==> src/rtl/uart_block_pkg.sv <==
// Shared encodings and default byte constants for the UART block bridge.
// Used by the RX assembler in the top level and by the TX serializer.
package uart_block_pkg;

  typedef enum logic [1:0] {
    RX_IDLE = 2'd0,
    RX_FILL = 2'd1,
    RX_HOLD = 2'd2
  } rx_state_t;

  typedef enum logic [1:0] {
    TX_IDLE = 2'd0,
    TX_SEND = 2'd1,
    TX_GAP  = 2'd2
  } tx_state_t;

  localparam logic [7:0] DEFAULT_TERM_BYTE = 8'h0D;
  localparam logic [7:0] DEFAULT_PAD_BYTE  = 8'h00;

endpackage

==> src/rtl/block_serializer.sv <==
// Serialises a captured block MSB-byte-first onto a tx_valid/tx_ack byte
// stream, inserting one idle cycle after every accepted byte.
module block_serializer
  import uart_block_pkg::*;
#(
  parameter int BLOCK_BYTES = 16
) (
  input  logic                     clk,
  input  logic                     rst,
  input  logic [8*BLOCK_BYTES-1:0] core_in,
  input  logic                     core_valid,
  output logic                     core_ready,
  output logic [7:0]               tx_data,
  output logic                     tx_valid,
  input  logic                     tx_ack
);

  localparam int W  = 8 * BLOCK_BYTES;
  localparam int IW = $clog2(BLOCK_BYTES + 1);

  // Handshakes: core_in is taken on a clock edge where core_valid && core_ready;
  // tx_data is taken on a clock edge where tx_valid && tx_ack.
  tx_state_t       state, state_nxt;
  logic [W-1:0]    sreg, sreg_nxt;
  logic [IW-1:0]   idx, idx_nxt;

  always_comb begin
    state_nxt = state;
    sreg_nxt  = sreg;
    idx_nxt   = idx;
    unique case (state)
      TX_IDLE: begin
        if (core_valid && core_ready) begin
          sreg_nxt  = core_in;
          idx_nxt   = '0;
          state_nxt = TX_SEND;
        end
      end
      TX_SEND: begin
        if (tx_ack) begin
          sreg_nxt  = {sreg[W-9:0], sreg[W-1 -: 8]};
          idx_nxt   = idx + 1'b1;
          state_nxt = TX_GAP;
        end
      end
      TX_GAP: begin
        state_nxt = (idx < IW'(BLOCK_BYTES)) ? TX_SEND : TX_IDLE;
      end
      default: state_nxt = TX_IDLE;
    endcase
  end

  // Outputs are registered from the next state so they line up with it.
  always_ff @(posedge clk or posedge rst) begin
    if (rst) begin
      state      <= TX_IDLE;
      sreg       <= '0;
      idx        <= '0;
      core_ready <= 1'b0;
      tx_valid   <= 1'b0;
      tx_data    <= '0;
    end else begin
      state      <= state_nxt;
      sreg       <= sreg_nxt;
      idx        <= idx_nxt;
      core_ready <= (state_nxt == TX_IDLE);
      tx_valid   <= (state_nxt == TX_SEND);
      tx_data    <= (state_nxt == TX_SEND) ? sreg_nxt[W-1 -: 8] : 8'h00;
    end
  end

endmodule

==> src/rtl/uart_block_bridge.sv <==
// Bridges a UART byte stream to fixed-size blocks (RX assembly with optional
// terminator and idle timeout) and serialises result blocks back to bytes.
module uart_block_bridge
  import uart_block_pkg::*;
#(
  parameter int         BLOCK_BYTES = 16,
  parameter bit         TERM_EN     = 1'b1,
  parameter logic [7:0] TERM_BYTE   = DEFAULT_TERM_BYTE,
  parameter logic [7:0] PAD_BYTE    = DEFAULT_PAD_BYTE,
  parameter int         TIMEOUT_CYC = 0
) (
  input  logic                     clk,
  input  logic                     rst,
  input  logic [7:0]               rx_data,
  input  logic                     rx_valid,
  output logic [8*BLOCK_BYTES-1:0] blk_out,
  output logic                     blk_valid,
  input  logic                     blk_ready,
  input  logic [8*BLOCK_BYTES-1:0] core_in,
  input  logic                     core_valid,
  output logic                     core_ready,
  output logic [7:0]               tx_data,
  output logic                     tx_valid,
  input  logic                     tx_ack,
  output logic                     overrun,
  input  logic                     clr_err
);

  localparam int W  = 8 * BLOCK_BYTES;
  localparam int CW = $clog2(BLOCK_BYTES + 1);
  localparam int TW = (TIMEOUT_CYC > 0) ? $clog2(TIMEOUT_CYC + 1) : 1;
  localparam logic [W-1:0] PAD_FILL = {BLOCK_BYTES{PAD_BYTE}};

  rx_state_t      rx_state, rx_state_nxt;
  logic [W-1:0]   acc, acc_nxt, acc_shift, acc_term;
  logic [CW-1:0]  count, count_nxt;
  logic [TW-1:0]  idle_cnt, idle_cnt_nxt;
  logic           overrun_nxt;
  logic           is_term;
  logic           timeout_hit;
  int             pad_sh;

  assign is_term     = TERM_EN && (rx_data == TERM_BYTE);
  assign timeout_hit = (TIMEOUT_CYC > 0) && (idle_cnt == TW'(TIMEOUT_CYC - 1));
  assign acc_shift   = {acc[W-9:0], rx_data};

  // Terminated frame: slide stored bytes to the top, fill the tail with PAD_BYTE.
  always_comb begin
    pad_sh   = 8 * (BLOCK_BYTES - int'(count));
    acc_term = (acc << pad_sh) | (PAD_FILL & ~({W{1'b1}} << pad_sh));
  end

  always_comb begin
    rx_state_nxt = rx_state;
    acc_nxt      = acc;
    count_nxt    = count;
    idle_cnt_nxt = '0;
    overrun_nxt  = clr_err ? 1'b0 : overrun;
    unique case (rx_state)
      RX_IDLE: begin
        if (rx_valid && !is_term) begin
          acc_nxt      = {{(W-8){1'b0}}, rx_data};
          count_nxt    = CW'(1);
          rx_state_nxt = RX_FILL;
        end
      end
      RX_FILL: begin
        if (rx_valid) begin
          if (is_term) begin
            acc_nxt      = acc_term;
            rx_state_nxt = RX_HOLD;
          end else begin
            acc_nxt   = acc_shift;
            count_nxt = count + 1'b1;
            if (count == CW'(BLOCK_BYTES - 1)) rx_state_nxt = RX_HOLD;
          end
        end else if (timeout_hit) begin
          acc_nxt      = '0;
          count_nxt    = '0;
          rx_state_nxt = RX_IDLE;
        end else begin
          idle_cnt_nxt = idle_cnt + 1'b1;
        end
      end
      RX_HOLD: begin
        if (blk_ready) begin
          acc_nxt      = '0;
          count_nxt    = '0;
          rx_state_nxt = RX_IDLE;
          // A byte arriving with the handshake starts the next frame.
          if (rx_valid && !is_term) begin
            acc_nxt      = {{(W-8){1'b0}}, rx_data};
            count_nxt    = CW'(1);
            rx_state_nxt = RX_FILL;
          end
        end else if (rx_valid) begin
          overrun_nxt = 1'b1;
        end
      end
      default: rx_state_nxt = RX_IDLE;
    endcase
  end

  always_ff @(posedge clk or posedge rst) begin
    if (rst) begin
      rx_state <= RX_IDLE;
      acc      <= '0;
      count    <= '0;
      idle_cnt <= '0;
      overrun  <= 1'b0;
    end else begin
      rx_state <= rx_state_nxt;
      acc      <= acc_nxt;
      count    <= count_nxt;
      idle_cnt <= idle_cnt_nxt;
      overrun  <= overrun_nxt;
    end
  end

  // blk_out/blk_valid handshake: the block is consumed on an edge with both high.
  assign blk_out   = acc;
  assign blk_valid = (rx_state == RX_HOLD);

  block_serializer #(
    .BLOCK_BYTES(BLOCK_BYTES)
  ) u_tx (
    .clk        (clk),
    .rst        (rst),
    .core_in    (core_in),
    .core_valid (core_valid),
    .core_ready (core_ready),
    .tx_data    (tx_data),
    .tx_valid   (tx_valid),
    .tx_ack     (tx_ack)
  );

endmodule

==> config.mk <==
export PLATFORM = sky130hd
export DESIGN_NAME = uart_block_bridge
export DESIGN_NICKNAME = d
export VERILOG_FILES = /design/src/rtl/uart_block_pkg.sv /design/src/rtl/block_serializer.sv /design/src/rtl/uart_block_bridge.sv
export SDC_FILE = /design/constraint.sdc
export NUM_CORES = 1
export LEC_CHECK = 0
export BUFFER_PORTS_ARGS = -buffer_cell sky130_fd_sc_hd__buf_4
export CORE_MARGIN = 2
export CORE_UTILIZATION = 57
export CTS_CLUSTER_DIAMETER = 150
export DETAILED_ROUTE_END_ITERATION = 8
export GPL_TIMING_DRIVEN = 0
export PLACE_DENSITY = 0.78
export REMOVE_ABC_BUFFERS = 1
export SYNTH_ARGS = -nofsm -noshare
export SYNTH_HDL_FRONTEND = slang
export SYNTH_SLANG_ARGS = --single-unit
export TNS_END_PERCENT = 10
==> constraint.sdc <==
create_clock -name clk -period 12.09 [get_ports clk]
set_input_delay 1.8135 -clock clk [delete_from_list [all_inputs] [get_ports clk]]
set_output_delay 1.8135 -clock clk [all_outputs]
set_load 0.02 [all_outputs]
==> flow_summary.yaml, run 1 <==
cts:
  cts_tree: "built"
  clk_pin_slew_worst_paths_ps: 60
  htree_num_levels: 1
  clockBufferDepth: 3
  insertion_delay_ps: 580
  root_buffer: "clkbuf_16"
  cts_hold_buf: 0
  clock_sinks: 281
  post_cts_buffers: 0
  ctsResizeCount: 0
  cts_made_buffers: 31
yosys:
  synth_xor_area_frac: 0.00366
  synth_seq_cells: 281
  synth_warnings: 0
  synth.distinct_cells: 71
  syn_area_um2: 16800
  synth_area_leaders: "dfrtp_1 (42%), a22oi_1 (10%), nand2_1 (8.2%)"
  synthAdderAreaFrac: 0.00671
  synthMuxAreaShare: 0.169
  yosysSeqAreaShare: 0.419
  synth-main-ff-cell: "dfrtp_1"
  synthArstFlopShare: 1.00
  synth_compound_area_frac: 0.222
  synth_simple_gate_area_frac: 0.137
  synth_top_family_by_area: "compound AO/OA/AOI/OAI gates"
  yosysMostFrequentCell: "nand2_1"
  yosysTopAreaCell: "dfrtp_1"
  synth_top_area_frac: 0.419
  synth_common_cells: "nand2_1 (365), dfrtp_1 (281), a22oi_1 (229)"
  netlist_instances: 1736
  syn_avg_cell_area_um2: 9.66
  synth_edf_count: 0
setup_path:
  critPathMostFrequentCell: "nor4_1"
  critPathArrivalTime_ps: 5190
  worstSetupPathType: "in -> reg"
  crit_chain: "buf_4 -> nor4_1 -> nand2_1 -> or4_1 -> nor4_1 -> a221o_1"
  slowest_stage: "or4_1"
  worstPathRequired_ps: 12610
  max_stage_delay_ps: 1350
  ff2ff_setup_slack_ps: 7610
  cp-start-kind: "input port"
  critPathMaxFanout: 25
  worst_setup_path_end_kind: "flop"
finish:
  area_growth_pct: 23.0
  finalNonFillerCells: 2351
  fillers: 2152
  nets: 2096
  diodes: 0
  layout-drive-gt1-share: 0.272
drt:
  first_pass_iters: 6
  wl_per_cell_um: 23.8
  avgViaCountPerCell: 6.83
  ant_nets: 0
  totalWireLength_mm: 56.0
  vias: 16100
  drc: 0
  dr.first_iter.drc_count: 2431
die:
  pin_count: 283
  core_um2: 28900
  dieArea_um2: 30800
  num_rows: 62
  initial_core_util: 0.581
  die_h_um: 176
  dieWidth_um: 176
timing:
  relSlewSlack: 0.0537
  rsz0062_at_grt: "false"
  drv_slew: 0
  worst_pin_slew_ps: 1420
  hold_ws_ps: 475
  fin_crit_ps: 4680
  max_freq_mhz: 214
  finClkSkew_ps: 21.8
  finalCritPeriodShare: 0.387
  hold_viol: 0
  setup_viol: 0
global_route:
  grt_pass1_vias: 15400
  overflow: 0
  grt_max_degree: 134
  grt_pass1_wl_mm: 87.3
  antenna_found_initial: 0
  grt_usage: 0.357
flow_run:
  cap_violations: 0
power:
  ir_drop_mv: 0.257
  powerDensity_nw_per_um2: 228
  leakagePower_nw: 9.47
place:
  place.port_buffers: 282
  hpwlAfterDp_mm: 36.6
  place_congestion: 0.942
  dp.cells: 2295
status:
  run_status: "finished, final reports clean"
hold_path:
  hold_path_class: "reg -> reg"
## worst paths after layout
| kind | startpoint | endpoint | depth (start not counted) |
|---|---|---|---|
| max | rx_data[4] | blk_out[57]$_DFFE_PP0P_ | 6 |
| min | u_tx.sreg[97]$_DFFE_PP0P_ | u_tx.sreg[97]$_DFFE_PP0P_ | 2 |
| min in group asynchronous | rst | blk_out[84]$_DFFE_PP0P_ | 2 |
| max in group asynchronous | rst | u_tx.sreg[35]$_DFFE_PP0P_ | 3 |
| min reg2reg | u_tx.sreg[97]$_DFFE_PP0P_ | u_tx.sreg[97]$_DFFE_PP0P_ | 2 |
| max reg2reg | count[0]$_DFFE_PP0P_ | blk_out[104]$_DFFE_PP0P_ | 7 |
## worst max-delay path, delay by kind of cell
family | cells | cell delay, ps
AOI/OAI and AO/OA | 1 | 170
buffers and inverters | 1 | 120
and+or+nand+nor | 4 | 3070
## state kept, by name (all words and copies together) (netlist names)
name / count
u_tx.idx: 5
count: 5
u_tx.sreg: 128
blk_out: 128
overrun: 1
rx_state: 2
u_tx.tx_data: 8
u_tx.tx_valid: 1
u_tx.core_ready: 1
u_tx.state: 2
## cells by family (layout without fill, tap and decap cells)
group                    Yosys count  after routing
buffers and inverters            168            399
flip-flops                       281            281
adder cells (fa/ha/maj)            9              9
multiplexers                     201            201
AO/OA/AOI/OAI                    527            527
AND/OR/NAND/NOR                  543            543
XOR/XNOR                           7              7
## per-stage QoR
step | setup slack, ps | power [mW] | setup TNS [ps] | area (um2) | utilization
final | 7410 | 4.71 | 0 | 20600 | 0.715
after CTS | 7600 | 4.65 | 0 | 20600 | 0.715
after detailed placement | 7010 | 3.61 | 0 | 19500 | 0.676
after global routing | 7420 | 4.93 | 0 | 20600 | 0.715
after global placement | -20540 | 3.58 | -3147340 | 18700 | 0.649
after floorplan | -5820 | 2.90 | -721580 | 16100 | -
## cell usage in the layout, fill, tap and decap left out, types with 6 or more instances in the layout
| master | Yosys | final |
|---|---|---|
| mux2i_1 | 72 | 72 |
| mux4_2 | 58 | 58 |
| inv_1 | 17 | 16 |
| nand2_1 | 365 | 365 |
| o32a_1 | 9 | 9 |
| nor4_1 | 8 | 8 |
| buf_4 | 5 | 286 |
| o21ai_0 | 117 | 117 |
| o22ai_1 | 6 | 6 |
| and2_1 | 8 | 8 |
| buf_6 | 1 | 19 |
| mux2_2 | 71 | 71 |
| nand2b_1 | 7 | 7 |
| a21o_1 | 6 | 6 |
| nand3_1 | 26 | 26 |
| o22a_1 | 10 | 10 |
| ha_1 | 9 | 8 |
| a32oi_1 | 7 | 7 |
| a22oi_1 | 229 | 229 |
| nor3_1 | 10 | 6 |
| dfrtp_1 | 281 | 280 |
| a21oi_1 | 28 | 28 |
| nor2_1 | 81 | 78 |
| buf_8 | 0 | 7 |
| clkbuf_8 | 0 | 9 |
| clkbuf_16 | 0 | 31 |
| o21ai_1 | 9 | 9 |
| nand4_1 | 8 | 8 |
| a22o_1 | 21 | 21 |
| o211ai_1 | 15 | 15 |
| buf_16 | 0 | 9 |
| o31a_1 | 9 | 9 |
| o31ai_1 | 12 | 12 |
## layer usage
metal  vias up  part of all wire  track usage
li1       6901                 -            -
met1      7804              0.38        0.483
met2      1138              0.46        0.560
met3       220              0.12       0.0738
met4         0             0.050        0.157
met5         -                 0            0
## power by group
| group | total (mW) | leakage (nW) | switching [mW] | internal, mW |
|---|---|---|---|---|
| registers | 1.41 | 3.71 | 0.215 | 1.19 |
| clock network | 1.04 | 0.547 | 0.405 | 0.630 |
| logic | 2.27 | 5.21 | 1.42 | 0.850 |
## final cells by class
class,count,area [um2],area share
flip-flops and latches,281,7040,0.341
clock buffers,44,915,0.0444
well taps,384,480,0.0233
multi-input cells,1287,9130,0.443
clock inverters,12,199,0.00965
inverters,19,86.3,0.00419
repair buffers,324,2770,0.135
No activity file was read; power rests on OpenSTA's default activity.
==> run 2, diff against run 1 <==
- clock period: 12.09 -> 4.4 ns (I/O delays scaled with it)
==> flow_summary.yaml, run 2 (synthesis gave the netlist of run 1 again) <==
setup_path:
  critPathArrivalTime_ps: 4620
  cp-start-kind: "flop"
  worstPathRequired_ps: 4840
  critPathMaxFanout: 64
  worstSetupPathType: "reg -> reg"
  worst_setup_path_end_kind: "flop"
drt:
  vias: 16100
  ant_nets: 0
  totalWireLength_mm: 55.9
  wl_met1_mm: 21.2
  drc: 0
  wl_per_cell_um: 23.8
  first_pass_iters: 6
  dr.first_iter.drc_count: 2413
  met3_length_mm: 6.28
  routed.top_layer: "met4"
  wl_met2_mm: 25.5
  avgViaCountPerCell: 6.85
place:
  place.port_buffers: 282
  place_congestion: 0.942
  dp.cells: 2295
  hpwlAfterDp_mm: 36.6
cts:
  cts_made_buffers: 31
  post_cts_buffers: 0
  htree_num_levels: 1
  insertion_delay_ps: 580
  root_buffer: "clkbuf_16"
  cts_tree: "built"
  clockBufferDepth: 3
  clock_sinks: 281
  clk_pin_slew_worst_paths_ps: 60
  ctsResizeCount: 0
  cts_hold_buf: 0
finish:
  finalNonFillerCells: 2351
  area_growth_pct: 23.0
  nets: 2096
  postLayoutCoreUtil: 0.715
  diodes: 0
  fillers: 2153
  layout-drive-gt1-share: 0.273
  mostFrequentLayoutCell: "nand2_1"
  layout_common_cells: "nand2_1 (365), buf_4 (286), dfrtp_1 (280), a22oi_1 (229), o21ai_0 (117)"
die:
  die_h_um: 176
  num_rows: 62
  core_um2: 28900
  initial_core_util: 0.581
  dieWidth_um: 176
  pin_count: 283
  dieArea_um2: 30800
global_route:
  antenna_found_initial: 0
  grt_pass1_vias: 15400
  grt_max_degree: 134
  grt_pass1_wl_mm: 87.4
  grt_usage: 0.357
  overflow: 0
power:
  total_power_mw: 12.9
  leakagePower_nw: 9.47
  ir_drop_mv: 0.707
  powerDensity_nw_per_um2: 627
timing:
  setup_viol: 0
  rsz0062_at_grt: "false"
  worst_pin_slew_ps: 1460
  finClkSkew_ps: 26.5
  drv_slew: 0
  max_freq_mhz: 239
  fin_crit_ps: 4180
  relSlewSlack: 0.0292
  hold_viol: 0
  finalCritPeriodShare: 0.950
hold_path:
  hold_path_class: "in -> async"
flow_run:
  cap_violations: 0
status:
  run_status: "finished, final reports clean"
[run 2: cell types whose count changed in the layout (fill, tap and decap cells not counted)]
cell	previous run	this run
inv_4	1	0
a32o_2	0	1
inv_6	2	3
a32o_1	2	1
[run 2: final cells by class]
type | count | area (um2) | area share
Inverter | 19 | 88.8 | 0.00431
Sequential cell | 281 | 7040 | 0.341
Clock inverter | 12 | 199 | 0.00965
Tap cell | 384 | 480 | 0.0233
Clock buffer | 44 | 915 | 0.0443
Timing Repair Buffer | 324 | 2770 | 0.135
Multi-Input combinational cell | 1287 | 9130 | 0.443
[run 2: routing by layer]
| layer | GRT usage | vias to the layer above |
|---|---|---|
| met5 | 0 | - |
| met4 | 0.158 | 0 |
| met3 | 0.0742 | 228 |
| met2 | 0.560 | 1128 |
| met1 | 0.483 | 7828 |
| li1 | - | 6911 |
[run 2: final timing paths]
kind	to	slack, ps	start	cells after the start
worst max-delay path	blk_out[123]$_DFFE_PP0P_	220	count[0]$_DFFE_PP0P_	9
worst min-delay path	blk_out[84]$_DFFE_PP0P_	100	rst	2
worst max register to register	blk_out[123]$_DFFE_PP0P_	220	count[0]$_DFFE_PP0P_	9
worst min register to register	u_tx.sreg[97]$_DFFE_PP0P_	470	u_tx.sreg[97]$_DFFE_PP0P_	2
max in group asynchronous	u_tx.sreg[35]$_DFFE_PP0P_	3270	rst	3
min in group clk	overrun$_DFF_PP0_	270	clr_err	2
[run 2: through the flow]
stage               worst slack [ps]  area, um2   TNS, ps  hold WS (ps)
floorplan                     -12350      16100  -3421740           438
global placement              -27070      18700  -6924160           458
detailed placement               146      19500         0           463
CTS                              128      20600         0           113
global route                     171      20600         0           142
finish                           222      20600         0          95.6
[run 2: worst max-delay path, cell delays in order (launching register included)]
cell	delay, ps
dfrtp_4	670
inv_6	580
ha_4	330
xor2_4	770
buf_12	300
buf_16	190
nand2_1	340
o22a_1	360
a41oi_1	280
o31ai_1	110
[run 2: power breakdown]
group / switching, mW / internal (mW) / leakage [nW]
combinational: 3.89 / 2.34 / 5.22
sequential: 0.592 / 3.27 / 3.71
clock: 1.11 / 1.73 / 0.547
